### src/rtl/booth_dot_ctrl_if.sv
// Handshake and multiplier-side bundle for booth_dot_ctrl.
// The slave modport is the controller; master is whatever drives it (source, multiplier, sink).
interface booth_dot_ctrl_if #(
  parameter int ACC_W = 12
);
  logic             in_valid;
  logic             in_ready;
  logic [3:0]       in_a;
  logic [3:0]       in_b;
  logic             in_last;

  logic             mul_start;
  logic [3:0]       mul_a;
  logic [3:0]       mul_b;
  logic [7:0]       mul_out;
  logic             mul_done;

  logic             res_valid;
  logic             res_ready;
  logic [ACC_W-1:0] res_data;
  logic             res_ovf;
  logic [7:0]       res_count;

  modport master (
    output in_valid, in_a, in_b, in_last, mul_out, mul_done, res_ready,
    input  in_ready, mul_start, mul_a, mul_b, res_valid, res_data, res_ovf, res_count
  );

  modport slave (
    input  in_valid, in_a, in_b, in_last, mul_out, mul_done, res_ready,
    output in_ready, mul_start, mul_a, mul_b, res_valid, res_data, res_ovf, res_count
  );
endinterface

### src/rtl/booth_dot_ctrl.sv
// Feeds operand pairs to booth_multi one at a time and accumulates products into a dot product.
// One term per multiplier completion; no operand buffering, so input stalls until the result is taken.
module booth_dot_ctrl #(
  parameter int ACC_W = 12
) (
  input  logic            clk,
  input  logic            rst_n,
  booth_dot_ctrl_if.slave bus
);
  typedef enum logic [1:0] {IDLE, ISSUE, WAIT, OUT} state_t;

  state_t                  state_q;
  logic                    in_ready_q;
  logic                    mul_start_q;
  logic                    res_valid_q;
  logic                    last_q;
  logic                    ovf_q;
  logic [3:0]              a_q;
  logic [3:0]              b_q;
  logic signed [ACC_W-1:0] acc_q;
  logic [7:0]              cnt_q;

  logic signed [ACC_W-1:0] prod_ext;
  logic signed [ACC_W-1:0] acc_d;
  logic                    ovf_d;
  logic [7:0]              cnt_d;

  // Overflow only when both addends share a sign and the wrapped sum does not.
  always_comb begin
    prod_ext = ACC_W'(signed'(bus.mul_out));
    acc_d    = acc_q + prod_ext;
    ovf_d    = ovf_q | ((acc_q[ACC_W-1] == prod_ext[ACC_W-1]) &&
                        (acc_d[ACC_W-1] != acc_q[ACC_W-1]));
    cnt_d    = (cnt_q == 8'hFF) ? cnt_q : cnt_q + 8'd1;
  end

  always_ff @(posedge clk or negedge rst_n) begin
    if (!rst_n) begin
      state_q     <= IDLE;
      in_ready_q  <= 1'b1;
      mul_start_q <= 1'b0;
      res_valid_q <= 1'b0;
      last_q      <= 1'b0;
      ovf_q       <= 1'b0;
      a_q         <= '0;
      b_q         <= '0;
      acc_q       <= '0;
      cnt_q       <= '0;
    end else begin
      case (state_q)
        IDLE: begin
          if (bus.in_valid) begin
            a_q         <= bus.in_a;
            b_q         <= bus.in_b;
            last_q      <= bus.in_last;
            in_ready_q  <= 1'b0;
            mul_start_q <= 1'b1;
            state_q     <= ISSUE;
          end
        end
        ISSUE: begin
          mul_start_q <= 1'b0;
          state_q     <= WAIT;
        end
        WAIT: begin
          // mul_done is only trusted here; elsewhere it may be stale or unknown.
          if (bus.mul_done) begin
            acc_q <= acc_d;
            ovf_q <= ovf_d;
            cnt_q <= cnt_d;
            if (last_q) begin
              res_valid_q <= 1'b1;
              state_q     <= OUT;
            end else begin
              in_ready_q <= 1'b1;
              state_q    <= IDLE;
            end
          end
        end
        OUT: begin
          if (bus.res_ready) begin
            acc_q       <= '0;
            ovf_q       <= 1'b0;
            cnt_q       <= '0;
            res_valid_q <= 1'b0;
            in_ready_q  <= 1'b1;
            state_q     <= IDLE;
          end
        end
        default: begin
          in_ready_q  <= 1'b1;
          mul_start_q <= 1'b0;
          res_valid_q <= 1'b0;
          state_q     <= IDLE;
        end
      endcase
    end
  end

  assign bus.in_ready  = in_ready_q;
  assign bus.mul_start = mul_start_q;
  assign bus.mul_a     = a_q;
  assign bus.mul_b     = b_q;
  assign bus.res_valid = res_valid_q;
  assign bus.res_data  = acc_q;
  assign bus.res_ovf   = ovf_q;
  assign bus.res_count = cnt_q;
endmodule

### src/flat_wrapper.sv
// flat-port wrapper written by rule: the top's interface ports become plain ports
module booth_dot_ctrl_flat 
#(
  parameter int ACC_W = 12
)
  (clk, rst_n, bus_in_valid, bus_in_a, bus_in_b, bus_in_last, bus_mul_out, bus_mul_done, bus_res_ready, bus_in_ready, bus_mul_start, bus_mul_a, bus_mul_b, bus_res_valid, bus_res_data, bus_res_ovf, bus_res_count);
  booth_dot_ctrl_if #(.ACC_W(ACC_W)) bus_i ();
  input  logic clk;
  input  logic rst_n;
  input wire logic [$bits(bus_i.in_valid)-1:0] bus_in_valid;
  input wire logic [$bits(bus_i.in_a)-1:0] bus_in_a;
  input wire logic [$bits(bus_i.in_b)-1:0] bus_in_b;
  input wire logic [$bits(bus_i.in_last)-1:0] bus_in_last;
  input wire logic [$bits(bus_i.mul_out)-1:0] bus_mul_out;
  input wire logic [$bits(bus_i.mul_done)-1:0] bus_mul_done;
  input wire logic [$bits(bus_i.res_ready)-1:0] bus_res_ready;
  output wire logic [$bits(bus_i.in_ready)-1:0] bus_in_ready;
  output wire logic [$bits(bus_i.mul_start)-1:0] bus_mul_start;
  output wire logic [$bits(bus_i.mul_a)-1:0] bus_mul_a;
  output wire logic [$bits(bus_i.mul_b)-1:0] bus_mul_b;
  output wire logic [$bits(bus_i.res_valid)-1:0] bus_res_valid;
  output wire logic [$bits(bus_i.res_data)-1:0] bus_res_data;
  output wire logic [$bits(bus_i.res_ovf)-1:0] bus_res_ovf;
  output wire logic [$bits(bus_i.res_count)-1:0] bus_res_count;
  assign bus_i.in_valid = bus_in_valid;
  assign bus_i.in_a = bus_in_a;
  assign bus_i.in_b = bus_in_b;
  assign bus_i.in_last = bus_in_last;
  assign bus_i.mul_out = bus_mul_out;
  assign bus_i.mul_done = bus_mul_done;
  assign bus_i.res_ready = bus_res_ready;
  assign bus_in_ready = bus_i.in_ready;
  assign bus_mul_start = bus_i.mul_start;
  assign bus_mul_a = bus_i.mul_a;
  assign bus_mul_b = bus_i.mul_b;
  assign bus_res_valid = bus_i.res_valid;
  assign bus_res_data = bus_i.res_data;
  assign bus_res_ovf = bus_i.res_ovf;
  assign bus_res_count = bus_i.res_count;
  booth_dot_ctrl #(.ACC_W(ACC_W)) u_core (.clk(clk), .rst_n(rst_n), .bus(bus_i));
endmodule
### config.mk
export PLATFORM = sky130hd
export DESIGN_NAME = booth_dot_ctrl_flat
export DESIGN_NICKNAME = d
export VERILOG_FILES = /design/src/rtl/booth_dot_ctrl_if.sv /design/src/rtl/booth_dot_ctrl.sv /design/src/flat_wrapper.sv
export SDC_FILE = /design/constraint.sdc
export NUM_CORES = 1
export LEC_CHECK = 0
export BUFFER_PORTS_ARGS = -buffer_cell sky130_fd_sc_hd__buf_4
export CAP_MARGIN = 20
export CORE_MARGIN = 5
export CORE_UTILIZATION = 57
export CTS_CLUSTER_SIZE = 12
export DETAILED_ROUTE_END_ITERATION = 12
export PLACE_DENSITY = 0.83
export SYNTH_ARGS = -nofsm -noshare
export SYNTH_HDL_FRONTEND = slang
export SYNTH_SLANG_ARGS = --single-unit
### constraint.sdc
create_clock -name clk -period 3.7 [get_ports clk]
set_input_delay 0.555 -clock clk [delete_from_list [all_inputs] [get_ports clk]]
set_output_delay 0.555 -clock clk [all_outputs]
set_load 0.01 [all_outputs]
==> results of run 1 <==
[registers in the layout, indices dropped and copies added, names as in the netlist]
register / cells
u_core.state_q: 2
u_core.bus.res_data: 12
u_core.bus.mul_start: 1
u_core.bus.res_ovf: 1
u_core.last_q: 1
u_core.bus.res_count: 8
u_core.bus.mul_b: 4
u_core.bus.res_valid: 1
u_core.bus.mul_a: 4
u_core.bus.in_ready: 1
[cell usage in the layout (no fill, tap or decap), types with 2 or more instances in the layout]
master and instances:
a211o_1 2, a211oi_1 4, a21o_1 7, a21oi_1 15, a22o_1 2, buf_4 54, clkbuf_4 5, dfrtp_1 34
ha_1 12, inv_1 3, mux2_2 10, mux2i_1 2, nand2_1 23, nand3_1 5, nor2_1 12, nor2b_1 2
nor3_1 3, nor3b_1 2, nor4_4 2, nor4b_1 2, o21ai_0 18, o21bai_1 2, xnor2_1 5, xor2_1 7
[cell families after synthesis]
logic type | after synthesis
flops | 35
buf+inv | 10
compound gates | 57
xor+xnor | 12
mux | 13
simple gates | 59
fa+ha+maj | 13
[where the power goes]
group	switching (uW)	internal (uW)	total, uW	leakage (uW)
registers	158	547	705	0.000434
logic	504	507	1010	0.000768
clock network	124	88.0	211	0.0000341
total	785	1140	1930	0.00124
[metrics by stage]
stage | area, um2 | hold WS [ns]
after CTS | 2510 | 0.155
after floorplan | 2050 | 0.259
after detailed placement | 2460 | 0.501
after global placement | 2460 | 0.489
final | 2510 | 0.148
after global routing | 2510 | 0.169
[layout make-up]
type | instances | area (um2) | share of cell area
clock inverter | 1 | 5.00 | 0.00199
tap | 46 | 57.6 | 0.0229
multi-input combinational | 154 | 1110 | 0.440
clock buffer | 6 | 51.3 | 0.0204
sequential | 35 | 877 | 0.349
inverter | 3 | 11.3 | 0.00448
timing repair buffer | 54 | 405 | 0.161
[worst max-delay path, stage by stage, from the launching register on]
cell and delay (ns):
dfrtp_1 0.42, ha_1 0.25, fa_1 0.43, a211oi_1 0.41
o211ai_1 0.21, a41oi_1 0.28, xor2_1 0.16, o21ai_0 0.08
[path summary, 6_finish.rpt]
kind | to | slack, ns | depth (start not counted)
worst max-delay path | u_core.bus.res_data[10] | 1.35 | 7
worst min-delay path | u_core.bus.res_count[7] | 0.15 | 1
worst max register to register | u_core.bus.res_data[10] | 1.35 | 7
worst min register to register | u_core.bus.mul_a[3] | 0.52 | 1
max in group asynchronous | u_core.bus.in_ready | 3.21 | 1
min in group clk | u_core.bus.mul_a[1] | 0.45 | 2
[per-layer routing]
metal  GRT usage  wire (um)  up-vias
met3      0.0775        278        6
met1       0.242       1920      803
li1            -          -      817
met5           0          0        -
met4      0.0447         40        0
met2       0.316       2150       42
==> metrics.cfg, run 1 <==
[outcome]
status=completed

[synth]
synth_xor_area_frac=0.0513
synth_area_leaders=dfrtp_1 (42%), ha_1 (7.3%), mux2_2 (5.5%)
yosysSeqAreaShare=0.428
synthMuxAreaShare=0.0720
synth_commonest_cells=dfrtp_1 (34), nand2_1 (23), o21ai_0 (18)
async_flop_share=1.00
syn-cell-area_um2=2050
synth_top_family_by_area=compound AO/OA/AOI/OAI gates
avgSynthCellArea_um2=10.3
synth_top_cell_area_share=0.415
yosysMostFrequentCell=dfrtp_1
synth_top_cell_by_area=dfrtp_1
synthSimpleGateAreaFrac=0.160
synth_ff_type=dfrtp_1
synth_cells=199
synth_cell_type_count=46
yosysWarnings=0
synthAdderAreaFrac=0.0830
synth_compound_area_frac=0.174
ys_ff_latch=35
synth_nets=234
synth_edf_count=0

[floorplan]
core-area_um2=3420
core.rowCount=21
num_io_pins=54
fp.dieH_um=70.0
initial_utilization=0.600
die-width_um=70.0
die_area_um2=4890

[drt]
wl_um=4400
antenna_left=0
vias_per_cell=5.58
dr.pass1.iters=4
vias=1668
dr.first_iter.drc_count=88
wire_per_inst_um=14.7
remaining_drc_errors=0

[sta]
hold_viol=0
finalSetupViolations=0
finClkSkew_ns=0.00371
tns_ns=0
slew_violations=0
slew_headroom=0.680
finalCritPeriodShare=0.634
rsz0062_at_grt=false
fin_ws_ns=1.35
fin_crit_ns=2.35
fmax_mhz=426
worst_pin_slew_ns=0.480

[hold_path]
worstHoldPathType=in -> async

[power]
ir_drop_v=0.000484
p_leak_uw=0.00124
powerDensity_nw_per_um2=766
p_total_uw=1930

[critical_path]
r2r_start=u_core.bus.res_data[0]
end_kind=register
crit_fanout=3
critPathLaunch=u_core.bus.res_data[0]
worstPathRequired_ns=3.92
worstSetupPathType=reg -> reg
cp-start-kind=register
arrival_ns=2.57

[clocking]
cts_root_buf=clkbuf_4
clock_latency_ns=0.34
cts_tree=yes
cts_setup_buffers=0
cts_sinks=35
clk_path_buf_depth=2
cts_hold_buf=0
h-tree-depth=2
cts_resized=0
cts_buffers=5
clk_pin_slew_ns=0.10

[placed_design]
place_inst=292
dp_hpwl_um=3330
routabilityCongestion=0.852
io_buffers=53
pre_cts_ws_ns=1.16

[global_routing]
grtUsageTotal=0.194
grt_max_degree=36
grt_pass1_vias=1768
antenna_found_initial=0
overflow=0
grt_pass1_wl_um=7780

[finish]
stdcell_count=299
antennaDiodeCount=0
area_growth_pct=22.7
nets=288
n_fill_cell=263
final_util=0.736
drive_gt1_frac=0.320

[run]
max_cap_viol_count=0

Power figures use the tool's default switching activity.
==> run 2: changes to the inputs <==
--- a/config.mk
+++ b/config.mk
@@ -5,13 +5,14 @@
 export SDC_FILE = /design/constraint.sdc
 export NUM_CORES = 1
 export LEC_CHECK = 0
+export ABC_AREA = 1
 export BUFFER_PORTS_ARGS = -buffer_cell sky130_fd_sc_hd__buf_4
 export CAP_MARGIN = 20
 export CORE_MARGIN = 5
-export CORE_UTILIZATION = 57
+export CORE_UTILIZATION = 53
 export CTS_CLUSTER_SIZE = 12
 export DETAILED_ROUTE_END_ITERATION = 12
-export PLACE_DENSITY = 0.83
+export PLACE_DENSITY = 0.78
 export SYNTH_ARGS = -nofsm -noshare
 export SYNTH_HDL_FRONTEND = slang
 export SYNTH_SLANG_ARGS = --single-unit
==> constraint.sdc (replaced) <==
create_clock -name clk -period 2.3 [get_ports clk]
set_input_delay 0.345 -clock clk [delete_from_list [all_inputs] [get_ports clk]]
set_output_delay 0.345 -clock clk [all_outputs]
set_load 0.01 [all_outputs]
==> metrics.cfg, run 2 <==
[outcome]
status=completed

[synth]
synth_top_cell_area_share=0.394
synth_cell_type_count=36
avgSynthCellArea_um2=7.70
synthMuxAreaShare=0
async_flop_share=1.00
synth_area_leaders=dfrtp_1 (39%), nand2_1 (16%), ha_1 (7.0%)
ys_ff_latch=35
synth_top_family_by_area=simple AND/OR/NAND/NOR gates
syn-cell-area_um2=2160
synthAdderAreaFrac=0.0789
yosysSeqAreaShare=0.407
synth_ff_type=dfrtp_1
synthSimpleGateAreaFrac=0.315
yosysWarnings=0
synth_commonest_cells=nand2_1 (90), dfrtp_1 (34), inv_1 (24), nor2_1 (24), nand3_1 (18)
synth_cells=280
synth_xor_area_frac=0.0122
synth_nets=315
synth_top_cell_by_area=dfrtp_1
synth_compound_area_frac=0.118
yosysMostFrequentCell=nand2_1
synth_edf_count=0

[finish]
final_cell_mix=nand2_1 (90), buf_4 (54), dfrtp_1 (34), inv_1 (24), nor2_1 (24)
final_common_cell=nand2_1
area_growth_pct=24.7
largest_reg_flops=12
multiInputGateArea_um2=1130
antennaDiodeCount=0
nets=374
drive_gt1_frac=0.247
n_fill_cell=370
register_area_um2=877
stdcell_count=390

[clocking]
cts_hold_buf=0
clk_path_buf_depth=2
cts_resized=0
cts_tree=yes
cts_sinks=35
cts_buffers=5
clk_pin_slew_ns=0.07
cts_root_buf=clkbuf_8
h-tree-depth=2
clock_latency_ns=0.28
cts_setup_buffers=0

[power]
powerDensity_nw_per_um2=1240
pwr-share-comb=0.544
p_int_uw=1870
p_leak_uw=0.00146
ir_drop_v=0.000638
switching_power_uw=1480
p_seq_frac=0.329
p_total_uw=3350
swShare=0.442
pwr-share-clk=0.128

[drt]
antenna_left=0
dr.first_iter.drc_count=76
remaining_drc_errors=0
vias=1994
wire_per_inst_um=12.6
vias_per_cell=5.11
wl_um=4900
dr.pass1.iters=4

[critical_path]
worstPathRequired_ns=2.47
critPathLaunch=u_core.bus.res_data[0]
crit_fanout=4
end_kind=register
cp-start-kind=register
arrival_ns=1.90
worstSetupPathType=reg -> reg
r2r_start=u_core.bus.res_data[0]

[floorplan]
fp.dieH_um=73.8
core-area_um2=3970
num_io_pins=54
initial_utilization=0.543
die_area_um2=5450
core.rowCount=23
die-width_um=73.8

[global_routing]
grtUsageTotal=0.205
grt_pass1_wl_um=8650
antenna_found_initial=0
overflow=0
grt_pass1_vias=2094
grt_max_degree=36

[placed_design]
io_buffers=53
dp_hpwl_um=3760
place_inst=382
pre_cts_ws_ns=0.549
routabilityCongestion=0.863

[sta]
rsz0062_at_grt=false
finalSetupViolations=0
finalCritPeriodShare=0.749
finClkSkew_ns=0.00581
hold_viol=0
fmax_mhz=580
slew_violations=0
fin_crit_ns=1.72
worst_pin_slew_ns=0.456
fin_ws_ns=0.576
tns_ns=0
slew_headroom=0.696

[run]
max_cap_viol_count=0

[hold_path]
worstHoldPathType=in -> async

[run 2: cell count changes in the layout (fill, tap and decap cells not counted), sizes merged, moves of 3 or more]
| cell | delta |
|---|---|
| xor2 | -5 |
| nand3 | +14 |
| nand2 | +73 |
| mux2 | -11 |
| xnor2 | -4 |
| a211oi | -4 |
| a21o | -6 |
| nand4 | +5 |
| inv | +27 |
| nor3 | -3 |
| nor2 | +14 |
| o21ai | +3 |
[run 2: kinds of logic after synthesis]
kind of cell	count (synthesis)
AND/OR/NAND/NOR	151
AO/OA/AOI/OAI	44
flip-flops	35
buffers and inverters	34
adder cells (fa/ha/maj)	13
XOR/XNOR	3
[run 2: layout make-up]
cell class	count	share of cell area
well taps	50	0.0233
repair buffers	54	0.151
inverters	32	0.0493
flip-flops and latches	35	0.326
clock buffers	7	0.0284
clock inverters	1	0.00186
multi-input cells	211	0.420
[run 2: worst max-delay path: stages (launching register included)]
cell and delay (ns):
dfrtp_1 0.40, ha_1 0.24, fa_1 0.45, nand3_1 0.10, nand2_1 0.08, nand2_1 0.07, nand2_1 0.06, o21ai_0 0.15
nand2_1 0.06
[run 2: per-stage QoR]
step | area (um2) | utilization | hold slack, ns
2_1_floorplan | 2160 | - | 0.0494
3_3_place_gp | 2610 | 0.657 | 0.329
3_5_place_dp | 2610 | 0.657 | 0.329
4_1_cts | 2690 | 0.677 | 0.0166
5_1_grt | 2690 | 0.677 | 0.0351
6_report | 2690 | 0.677 | 0.00744
[run 2: path summary, 6_finish.rpt]
check | depth (start not counted) | end | slack (ns)
setup / recovery | 8 | u_core.bus.res_data[8] | 0.58
hold / removal | 1 | u_core.bus.res_data[4] | 0.007
setup reg to reg | 8 | u_core.bus.res_data[8] | 0.58
hold reg to reg | 2 | u_core.bus.mul_a[0] | 0.47
max in group asynchronous | 1 | u_core.bus.in_ready | 1.94
min in group clk | 3 | u_core.bus.mul_a[2] | 0.26
[run 2: layer usage]
layer	track usage	wire length (um)	vias up
met5	0	0	-
met4	0.0905	82	0
met3	0.0602	273	9
met2	0.343	2460	46
met1	0.242	2080	908
li1	-	-	1031
[run 2: power by group through the flow]
| stage | clock network [uW] | logic [uW] | registers, uW |
|---|---|---|---|
| 2_1_floorplan | 0 | 1090 | 1190 |
| 3_3_place_gp | 0 | 1790 | 1100 |
| 3_5_place_dp | 0 | 1830 | 1110 |
| 4_1_cts | 443 | 1840 | 1100 |
| 5_1_grt | 466 | 2090 | 1140 |
| 6_report | 427 | 1820 | 1100 |
==> run 3: changes to the inputs <==
==> constraint.sdc (replaced) <==
create_clock -name clk -period 1.6 [get_ports clk]
set_input_delay 0.24 -clock clk [delete_from_list [all_inputs] [get_ports clk]]
set_output_delay 0.24 -clock clk [all_outputs]
set_load 0.01 [all_outputs]
==> metrics.cfg, run 3 (synthesis gave the netlist of run 2 again) <==
[outcome]
status=completed

[sta]
fmax_mhz=637
fin_crit_ns=1.57
finalCritPeriodShare=0.981
tns_ns=0
holdWs_ns=0.148
slew_violations=0
hold_viol=0
finalSetupViolations=0
worst_pin_slew_ns=0.449
finClkSkew_ns=0.00810
fin_ws_ns=0.0301
rsz0062_at_grt=true
slew_headroom=0.700

[global_routing]
grtUsageTotal=0.210
grt_max_degree=36
use_met1=0.241
grtUsageMet3=0.0465
antenna_found_initial=0
grt_pass1_wl_um=8820
met2_usage=0.376
grt_pass1_vias=2142
grt_busiest_layer=met2
overflow=0

[clocking]
cts_tree=yes
cts_sinks=35
cts_buffers=5
clk_path_buf_depth=2
h-tree-depth=2
clock_latency_ns=0.30
clk_pin_slew_ns=0.08
cts_root_buf=clkbuf_8

[finish]
area_growth_pct=43.3
nets=396
drive_gt1_frac=0.378
final_cell_mix=nand2_1 (84), buf_4 (74), dfrtp_1 (34), inv_1 (24), nor2_1 (21)
fin_area_um2=3090
largest_reg_flops=12
final_common_cell=nand2_1
antennaDiodeCount=0

[floorplan]
initial_utilization=0.543
core-area_um2=3970
num_io_pins=54
die-width_um=73.8
fp.dieH_um=73.8
core.rowCount=23
die_area_um2=5450

[critical_path]
worstPathRequired_ns=1.83
arrival_ns=1.80
worstSetupEndpoint=u_core.bus.res_ovf
reg2reg_slack_ns=0.03
worstSetupPathType=reg -> reg
regToRegEndpoint=u_core.bus.res_ovf
r2r_start=u_core.bus.res_data[4]
reg2reg_depth=10
end_kind=register
critPathLaunch=u_core.bus.res_data[4]
cp-start-kind=register
crit_fanout=6

[drt]
wire_per_inst_um=13.7
wl_um=5650
antenna_left=0
vias_per_cell=5.33
dr.pass1.iters=5
dr.first_iter.drc_count=168
remaining_drc_errors=0
vias=2196

[placed_design]
io_buffers=53
placed_area_um2=2690
routabilityCongestion=0.856
dp_hpwl_um=3930
pre_cts_ws_ns=-0.0527

[power]
p_leak_uw=0.00159
ir_drop_v=0.000985
powerDensity_nw_per_um2=1850
p_total_uw=5720

[hold_path]
worstHoldPathType=in -> reg

[run]
max_cap_viol_count=0

==> run 3: cell count changes in the layout (fill, tap and decap cells not counted), sizes merged <==
cell / delta
buf: +20
bufinv: +1
clkbuf: -1
dlygate4sd3: +1
nand2: +1
==> run 3: metrics by stage <==
| stage | util | cells |
|---|---|---|
| 2_1_floorplan | - | 280 |
| 3_3_place_gp | 0.678 | 393 |
| 3_5_place_dp | 0.678 | 393 |
| 4_1_cts | 0.721 | 403 |
| 5_1_grt | 0.779 | 412 |
| 6_report | 0.779 | 412 |
==> run 3: worst min path at each step <==
stage                            from                      to  slack, ns  cells after the start
after floorplan                 rst_n     u_core.bus.mul_a[0]      -0.06                      0
after global placement          rst_n  u_core.bus.res_data[4]       0.23                      1
after global routing      bus_in_a[3]     u_core.bus.mul_a[3]       0.15                      3
after detailed placement        rst_n  u_core.bus.res_data[4]       0.23                      1
after CTS                 bus_in_b[2]     u_core.bus.mul_b[2]       0.14                      3
final                     bus_in_b[2]     u_core.bus.mul_b[2]       0.15                      3
==> run 3: final cells by class <==
| cell class | count | area [um2] |
|---|---|---|
| tap | 50 | 62.6 |
| timing repair buffer | 75 | 566 |
| inverter | 32 | 133 |
| sequential | 35 | 877 |
| clock buffer | 6 | 82.6 |
| multi-input combinational | 212 | 1340 |
| clock inverter | 2 | 35.0 |
| fill | 295 | 880 |
==> run 3: routing by layer <==
layer  wire length, um  up-vias
li1                  -     1073
met1              2240     1049
met2              2990       66
met3               348        8
met4                70        0
met5                 0        -
==> run 3: what timing repair did <==
| item | CTS | global route |
|---|---|---|
| buffers inserted | 1 | 8 |
| cloned | 0 | 1 |
| hold buffers | 1 | 0 |
| setup endpoints to repair | 5 | 14 |
| hold endpoints to repair | 34 | 0 |
| gates resized for setup | 8 | 28 |
| pin swaps | 2 | 8 |
==> run 3: worst max-delay path: stages, from the launching register on <==
cell and delay, ns:
dfrtp_1 0.42, ha_4 0.27, nand2_1 0.09, nand2_1 0.10, nand2_1 0.11, nand2_1 0.05, nand2_1 0.09, nand3_2 0.10
nand2_1 0.07, nand3_1 0.08, a21oi_2 0.12
==> run 3: where the power goes <==
part	total [uW]	leakage (uW)	internal [uW]	switching (uW)
sequential	1620	0.000442	1270	350
clock	857	0.0000612	505	352
combinational	3240	0.00109	1510	1730
total	5720	0.00159	3290	2430
